==> config.mk <==
export PLATFORM = sky130hd
export DESIGN_NAME = rf_op_sequencer_flat
export DESIGN_NICKNAME = d
export VERILOG_FILES = /design/src/rtl/rf_pkg.sv /design/src/rtl/rf_op_sequencer_if.sv /design/src/rtl/rf_alu.sv /design/src/rtl/rf_op_sequencer.sv /design/src/flat_wrapper.sv
export SDC_FILE = /design/constraint.sdc
export NUM_CORES = 1
export LEC_CHECK = 0
export CAP_MARGIN = 20
export CORE_UTILIZATION = 26
export CTS_CLUSTER_SIZE = 30
export DETAILED_ROUTE_END_ITERATION = 6
export HOLD_SLACK_MARGIN = 0.05
export SLEW_MARGIN = 20
export SYNTH_ARGS = -nofsm -noshare
export SYNTH_HDL_FRONTEND = slang
export SYNTH_HIERARCHICAL = 1
export SYNTH_SLANG_ARGS = --single-unit
==> constraint.sdc <==
create_clock -name Clk -period 7.6 [get_ports Clk]
set_input_delay 1.52 -clock Clk [delete_from_list [all_inputs] [get_ports Clk]]
set_output_delay 1.52 -clock Clk [all_outputs]
set_load 0.005 [all_outputs]
==> src/rtl/rf_pkg.sv <==
`default_nettype none
// rf_pkg: sizes, op codes and sequencer state encoding, shared with the register file.
// Rev 1.0
package rf_pkg;

  localparam int DATA_W   = 64;
  localparam int ADDR_W   = 8;
  localparam int NUM_REGS = 64;

  typedef enum logic [2:0] {
    OP_ADD  = 3'd0,
    OP_SUB  = 3'd1,
    OP_AND  = 3'd2,
    OP_OR   = 3'd3,
    OP_XOR  = 3'd4,
    OP_SLL  = 3'd5,
    OP_SRL  = 3'd6,
    OP_PASS = 3'd7
  } op_e;

  typedef enum logic [1:0] {
    S_IDLE    = 2'd0,
    S_ISSUE   = 2'd1,
    S_CAPTURE = 2'd2,
    S_WRITE   = 2'd3
  } state_e;

endpackage : rf_pkg
`default_nettype wire

==> src/rtl/rf_op_sequencer_if.sv <==
`default_nettype none
// rf_op_sequencer_if: command channel, register-file ports and completion status.
// Rev 1.0
interface rf_op_sequencer_if #(
  parameter int DATA_W = rf_pkg::DATA_W,
  parameter int ADDR_W = rf_pkg::ADDR_W
);

  logic              cmd_valid;
  logic              cmd_ready;
  logic [2:0]        cmd_op;
  logic [ADDR_W-1:0] cmd_rs1;
  logic [ADDR_W-1:0] cmd_rs2;
  logic [ADDR_W-1:0] cmd_rd;

  logic [ADDR_W-1:0] read_reg1;
  logic [ADDR_W-1:0] read_reg2;
  logic [DATA_W-1:0] read_data1;
  logic [DATA_W-1:0] read_data2;
  logic [ADDR_W-1:0] write_reg;
  logic [DATA_W-1:0] write_data;
  logic              reg_write;
  logic              En;

  logic              done;
  logic              err;
  logic [DATA_W-1:0] result;

  // master is the sequencer; slave is the control path plus register file.
  modport master (
    input  cmd_valid, cmd_op, cmd_rs1, cmd_rs2, cmd_rd, read_data1, read_data2,
    output cmd_ready, read_reg1, read_reg2, write_reg, write_data, reg_write, En,
           done, err, result
  );

  modport slave (
    output cmd_valid, cmd_op, cmd_rs1, cmd_rs2, cmd_rd, read_data1, read_data2,
    input  cmd_ready, read_reg1, read_reg2, write_reg, write_data, reg_write, En,
           done, err, result
  );

endinterface : rf_op_sequencer_if
`default_nettype wire

==> src/rtl/rf_alu.sv <==
`default_nettype none
// rf_alu: combinational (op, a, b) -> y; arithmetic wraps, shifts use the low bits of b.
// Rev 1.0
module rf_alu
  import rf_pkg::*;
#(
  parameter int DATA_W = rf_pkg::DATA_W
) (
  input  op_e               op,
  input  logic [DATA_W-1:0] a,
  input  logic [DATA_W-1:0] b,
  output logic [DATA_W-1:0] y
);

  localparam int SH_W = $clog2(DATA_W);

  logic [SH_W-1:0] shamt;

  assign shamt = b[SH_W-1:0];

  always_comb begin
    y = a;
    case (op)
      OP_ADD:  y = a + b;
      OP_SUB:  y = a - b;
      OP_AND:  y = a & b;
      OP_OR:   y = a | b;
      OP_XOR:  y = a ^ b;
      OP_SLL:  y = a << shamt;
      OP_SRL:  y = a >> shamt;
      OP_PASS: y = a;
      default: y = a;
    endcase
  end

endmodule : rf_alu
`default_nettype wire

==> src/rtl/rf_op_sequencer.sv <==
`default_nettype none
// rf_op_sequencer: accepts one command, reads rs1/rs2, computes and writes rd; 4 cycles per op.
// Rev 1.0
module rf_op_sequencer #(
  parameter int DATA_W   = rf_pkg::DATA_W,
  parameter int ADDR_W   = rf_pkg::ADDR_W,
  parameter int NUM_REGS = rf_pkg::NUM_REGS
) (
  input  logic              Clk,
  input  logic              Rst_n,
  rf_op_sequencer_if.master bus
);

  import rf_pkg::*;

  state_e            state;
  op_e               cur_op;
  logic [ADDR_W-1:0] cur_rd;
  logic              rs1_bad;
  logic              rs2_bad;
  logic              rd_bad;

  logic              cmd_ready;
  logic [ADDR_W-1:0] read_reg1;
  logic [ADDR_W-1:0] read_reg2;
  logic [ADDR_W-1:0] write_reg;
  logic [DATA_W-1:0] write_data;
  logic              reg_write;
  logic              wr_en;
  logic              done;
  logic              err;
  logic [DATA_W-1:0] result;

  logic [DATA_W-1:0] opnd_a;
  logic [DATA_W-1:0] opnd_b;
  logic [DATA_W-1:0] alu_y;
  logic              accept;

  function automatic logic out_of_range(input logic [ADDR_W-1:0] addr);
    return int'(addr) >= NUM_REGS;
  endfunction

  assign accept = (state == S_IDLE) && bus.cmd_valid && cmd_ready;

  // Out-of-range sources read as zero regardless of what the file returns.
  assign opnd_a = rs1_bad ? '0 : bus.read_data1;
  assign opnd_b = rs2_bad ? '0 : bus.read_data2;

  rf_alu #(
    .DATA_W (DATA_W)
  ) u_alu (
    .op (cur_op),
    .a  (opnd_a),
    .b  (opnd_b),
    .y  (alu_y)
  );

  always_ff @(posedge Clk or negedge Rst_n) begin
    if (!Rst_n) begin
      state      <= S_IDLE;
      cur_op     <= OP_ADD;
      cur_rd     <= '0;
      rs1_bad    <= 1'b0;
      rs2_bad    <= 1'b0;
      rd_bad     <= 1'b0;
      cmd_ready  <= 1'b0;
      read_reg1  <= '0;
      read_reg2  <= '0;
      write_reg  <= '0;
      write_data <= '0;
      reg_write  <= 1'b0;
      wr_en      <= 1'b0;
      done       <= 1'b0;
      err        <= 1'b0;
      result     <= '0;
    end else begin
      done <= 1'b0;
      err  <= 1'b0;
      case (state)
        S_IDLE: begin
          cmd_ready <= 1'b1;
          if (accept) begin
            cur_op    <= op_e'(bus.cmd_op);
            cur_rd    <= bus.cmd_rd;
            rs1_bad   <= out_of_range(bus.cmd_rs1);
            rs2_bad   <= out_of_range(bus.cmd_rs2);
            rd_bad    <= out_of_range(bus.cmd_rd);
            read_reg1 <= bus.cmd_rs1;
            read_reg2 <= bus.cmd_rs2;
            cmd_ready <= 1'b0;
            state     <= S_ISSUE;
          end
        end

        S_ISSUE: begin
          state <= S_CAPTURE;
        end

        S_CAPTURE: begin
          write_data <= alu_y;
          write_reg  <= cur_rd;
          reg_write  <= !rd_bad;
          wr_en      <= !rd_bad;
          state      <= S_WRITE;
        end

        S_WRITE: begin
          // Write lands on this edge; status and result surface together with the return to IDLE.
          reg_write  <= 1'b0;
          wr_en      <= 1'b0;
          write_reg  <= '0;
          write_data <= '0;
          read_reg1  <= '0;
          read_reg2  <= '0;
          result     <= write_data;
          done       <= 1'b1;
          err        <= rs1_bad | rs2_bad | rd_bad;
          cmd_ready  <= 1'b1;
          state      <= S_IDLE;
        end

        default: begin
          state <= S_IDLE;
        end
      endcase
    end
  end

  assign bus.cmd_ready  = cmd_ready;
  assign bus.read_reg1  = read_reg1;
  assign bus.read_reg2  = read_reg2;
  assign bus.write_reg  = write_reg;
  assign bus.write_data = write_data;
  assign bus.reg_write  = reg_write;
  assign bus.En         = wr_en;
  assign bus.done       = done;
  assign bus.err        = err;
  assign bus.result     = result;

endmodule : rf_op_sequencer
`default_nettype wire
==> src/flat_wrapper.sv <==
// flat-port wrapper written by rule: the top's interface ports become plain ports
module rf_op_sequencer_flat import rf_pkg::*;
#(
  parameter int DATA_W   = rf_pkg::DATA_W,
  parameter int ADDR_W   = rf_pkg::ADDR_W,
  parameter int NUM_REGS = rf_pkg::NUM_REGS
)
  (Clk, Rst_n, bus_cmd_valid, bus_cmd_op, bus_cmd_rs1, bus_cmd_rs2, bus_cmd_rd, bus_read_data1, bus_read_data2, bus_cmd_ready, bus_read_reg1, bus_read_reg2, bus_write_reg, bus_write_data, bus_reg_write, bus_En, bus_done, bus_err, bus_result);
  rf_op_sequencer_if #(.DATA_W(DATA_W), .ADDR_W(ADDR_W)) bus_i ();
  input  logic Clk;
  input  logic Rst_n;
  input wire logic [$bits(bus_i.cmd_valid)-1:0] bus_cmd_valid;
  input wire logic [$bits(bus_i.cmd_op)-1:0] bus_cmd_op;
  input wire logic [$bits(bus_i.cmd_rs1)-1:0] bus_cmd_rs1;
  input wire logic [$bits(bus_i.cmd_rs2)-1:0] bus_cmd_rs2;
  input wire logic [$bits(bus_i.cmd_rd)-1:0] bus_cmd_rd;
  input wire logic [$bits(bus_i.read_data1)-1:0] bus_read_data1;
  input wire logic [$bits(bus_i.read_data2)-1:0] bus_read_data2;
  output wire logic [$bits(bus_i.cmd_ready)-1:0] bus_cmd_ready;
  output wire logic [$bits(bus_i.read_reg1)-1:0] bus_read_reg1;
  output wire logic [$bits(bus_i.read_reg2)-1:0] bus_read_reg2;
  output wire logic [$bits(bus_i.write_reg)-1:0] bus_write_reg;
  output wire logic [$bits(bus_i.write_data)-1:0] bus_write_data;
  output wire logic [$bits(bus_i.reg_write)-1:0] bus_reg_write;
  output wire logic [$bits(bus_i.En)-1:0] bus_En;
  output wire logic [$bits(bus_i.done)-1:0] bus_done;
  output wire logic [$bits(bus_i.err)-1:0] bus_err;
  output wire logic [$bits(bus_i.result)-1:0] bus_result;
  assign bus_i.cmd_valid = bus_cmd_valid;
  assign bus_i.cmd_op = bus_cmd_op;
  assign bus_i.cmd_rs1 = bus_cmd_rs1;
  assign bus_i.cmd_rs2 = bus_cmd_rs2;
  assign bus_i.cmd_rd = bus_cmd_rd;
  assign bus_i.read_data1 = bus_read_data1;
  assign bus_i.read_data2 = bus_read_data2;
  assign bus_cmd_ready = bus_i.cmd_ready;
  assign bus_read_reg1 = bus_i.read_reg1;
  assign bus_read_reg2 = bus_i.read_reg2;
  assign bus_write_reg = bus_i.write_reg;
  assign bus_write_data = bus_i.write_data;
  assign bus_reg_write = bus_i.reg_write;
  assign bus_En = bus_i.En;
  assign bus_done = bus_i.done;
  assign bus_err = bus_i.err;
  assign bus_result = bus_i.result;
  rf_op_sequencer #(.DATA_W(DATA_W), .ADDR_W(ADDR_W), .NUM_REGS(NUM_REGS)) u_core (.Clk(Clk), .Rst_n(Rst_n), .bus(bus_i));
endmodule
==> flow_summary.yaml <==
layout:
  syn2layout_area_growth_pct: 23.6
  layout-drive-gt1-share_pct: 13.8
  multi_input_area_mm2: 0.0186
  fin_nets: 3722
  register_area_mm2: 0.00431
  final_core_util_pct: 32.5
  fin_cells: 4636
  final_area_mm2: 0.0303
  biggestRegsByFlops: "u_core/bus.result x64, u_core/bus.write_data x64"
  fillers: 10076
floorplanning:
  die_y_um: 309
  fp.dieArea_mm2: 0.0955
  placement_rows: 112
  start_util_pct: 26.3
  die_w_um: 309
  io_pins: 315
  core_mm2: 0.0933
pwr:
  finalPower_mw: 14.9
  ir_drop_v: 0.000269
  power_density_mw_per_mm2: 492
  p_leak_nw: 12.8
synth:
  ys_seq_elements: 172
  synthTopCellsByCount: "nor2_1, a21oi_1, mux2i_1"
  ys.flop_type: "dfrtp_1"
  synth_warnings: 6
  synth_cell_types: 98
  synth_area_leaders: "dfrtp_1, ha_1, mux2i_1"
  syn_inst: 3079
  syn-num-nets: 3435
  synth.avg_cell_area_um2: 7.96
  synth_edf_count: 0
  synth.most_common_cell: "nor2_1"
  synth_top_area_cell: "dfrtp_1"
  synthArstFlopShare_pct: 100
  syn_area_mm2: 0.0245
  synth_seq_area_share_pct: 17.6
  synth.top_cell.area_share_pct: 17.6
sta:
  layout_setup_ws_ps: 359
  relSlewSlack_pct: 24.9
  drv_slew: 0
  finalClockSkew_ps: 17.4
  fin_crit_sh_pct: 95.3
  fin_crit_ps: 7240
  hold_ws_ps: 506
  setup_viol: 0
  fmax_mhz: 138
  setup_tns_ps: 0
  tightestPinTransition_ps: 1120
  hold_viol_final: 0
  rsz0062_at_grt: "no"
global_route:
  grt_pass1_wl_um: 180000
  grt_max_degree: 139
  grt_use_total_pct: 26.0
  antenna_found_initial: 12
  grt_pass1_vias: 25179
  grt.overflow.total: 0
setup_path:
  worstRegToRegCells: 19
  r2r-start: "u_core/rs2_bad"
  path_max_fanout: 8
  critPathKind: "in2reg"
  cp.arrival_ps: 7590
  endpoint_kind: "register"
  r2r_end: "u_core/bus.write_data[62]"
  cp-start-kind: "primary input"
  reg2reg_slack_ps: 710
  cp_data_required_time_ps: 7950
routing:
  detail-route-antenna-nets: 0
  top_layer: "met5"
  drt-pass1-iter-count: 6
  wl_per_cell_um: 27.2
  wl_met1_um: 51500
  met2_length_um: 56400
  wl_met3_um: 10500
  vias_per_cell: 5.63
  drtIter0Drc: 3053
  wl_um: 126000
  via_count: 26083
  drc: 0
placed_design:
  io_buffers: 314
  place_inst: 4601
  pre_cts_slack_ps: 98.5
  hpwl_um: 101000
  routabilityCongestion: 1.08
  placed_area_mm2: 0.0297
cts:
  clock_path_buffers: 2
  cts-root-buf: "clkbuf_16"
  insertion_delay_ps: 500
  numCtsBuffers: 17
  clkTransAtPathRegs_ps: 80
  cts_resized: 0
  cts_hold_buf: 0
  cts_tree: "done"
  post_cts_buffers: 0
  clock-sinks: 172
  h-tree-depth: 4
hold_path:
  holdPathEnd: "u_core/bus.result[21]"
  worst_hold_path.num_cells: 1
  hp-start: "u_core/bus.result[21]"
  min_path_type: "reg2reg"
run_status:
  status: "finished clean"
flow_run:
  drv_cap: 0
[layout by cell type (no fill, tap or decap), types with 21 or more instances in the layout]
cell type        synthesis  layout
nor2b_1                135     126
xnor2_1                 86      86
nand2_1                193     193
o211ai_1                27      27
a221oi_1                40      40
ha_1                   197     195
a22oi_1                 34      34
inv_1                  153     151
a31oi_1                 21      21
clkdlybuf4s50_1          0     313
mux2i_1                204     204
a211oi_1                25      25
nand4_1                 26      26
a21o_1                  27      27
a21oi_1                208     208
a211o_1                 25      25
buf_4                   23     182
nor3_1                  44      44
dfrtp_1                172     170
nand2b_1                34      34
o21ai_1                 33      33
nor2_1                 429     424
o22ai_1                 31      31
o21ai_0                201     201
mux4_2                  84      84
mux2_2                  97      97
nand3_1                 57      57
[worst max-delay path by stage]
| stage | startpoint | to | slack [ps] | cells past startpoint |
|---|---|---|---|---|
| floorplan | bus_read_data2[0] | u_core/bus.write_data[61] | 1030 | 28 |
| global placement | bus_read_data2[18] | u_core/bus.write_data[62] | 80 | 23 |
| detailed placement | bus_read_data2[16] | u_core/bus.write_data[62] | 100 | 23 |
| CTS | bus_read_data2[16] | u_core/bus.write_data[62] | 610 | 23 |
| global route | bus_read_data2[16] | u_core/bus.write_data[62] | 270 | 23 |
| finish | bus_read_data2[16] | u_core/bus.write_data[62] | 360 | 20 |
[power by group]
part / total [mW] / switching, mW / internal, mW
Combinational: 12.4 / 7.81 / 4.62
Clock: 0.938 / 0.490 / 0.448
Sequential: 1.55 / 0.302 / 1.25
Total: 14.9 / 8.60 / 6.32
[per-layer routing]
metal / up-vias / global-route usage, %
met2: 1247 / 40.9
li1: 11749 / -
met4: 18 / 14.4
met1: 12803 / 32.6
met3: 266 / 6.30
met5: - / 0
[final cells by class]
| class | count | area share, % |
|---|---|---|
| well taps | 1254 | 5.18 |
| clock inverters | 15 | 0.615 |
| clock buffers | 17 | 1.40 |
| flip-flops and latches | 172 | 14.2 |
| repair buffers | 499 | 15.1 |
| inverters | 155 | 1.93 |
| multi-input cells | 2521 | 61.5 |
| diodes | 3 | 0.0248 |
[critical path: stages]
cell and delay (ps):
clkdlybuf4s50_1 420, nor2b_1 200, nor3_2 310, and3_2 340, nand4_1 160, nor4_2 650, nand3_1 250, nor3_2 490
nand3_1 200, o31ai_1 610, xnor2_1 180, ha_1 430, a21o_1 210, a21o_1 190, a221o_1 330, mux2i_1 200
a221oi_1 580, nand2_1 110, mux2i_1 150, nor2_1 60
[cells by family after synthesis]
group / share of synthesized area [%]
muxes: 20.7
xor gates and xnor gates: 3.75
and+or+nand+nor: 18.9
AOI/OAI and AO/OA: 22.2
DFF: 17.6
buffers and inverters: 6.76
adders and majority gates: 10.1
Note: power is estimated with default switching activity, not from simulation.
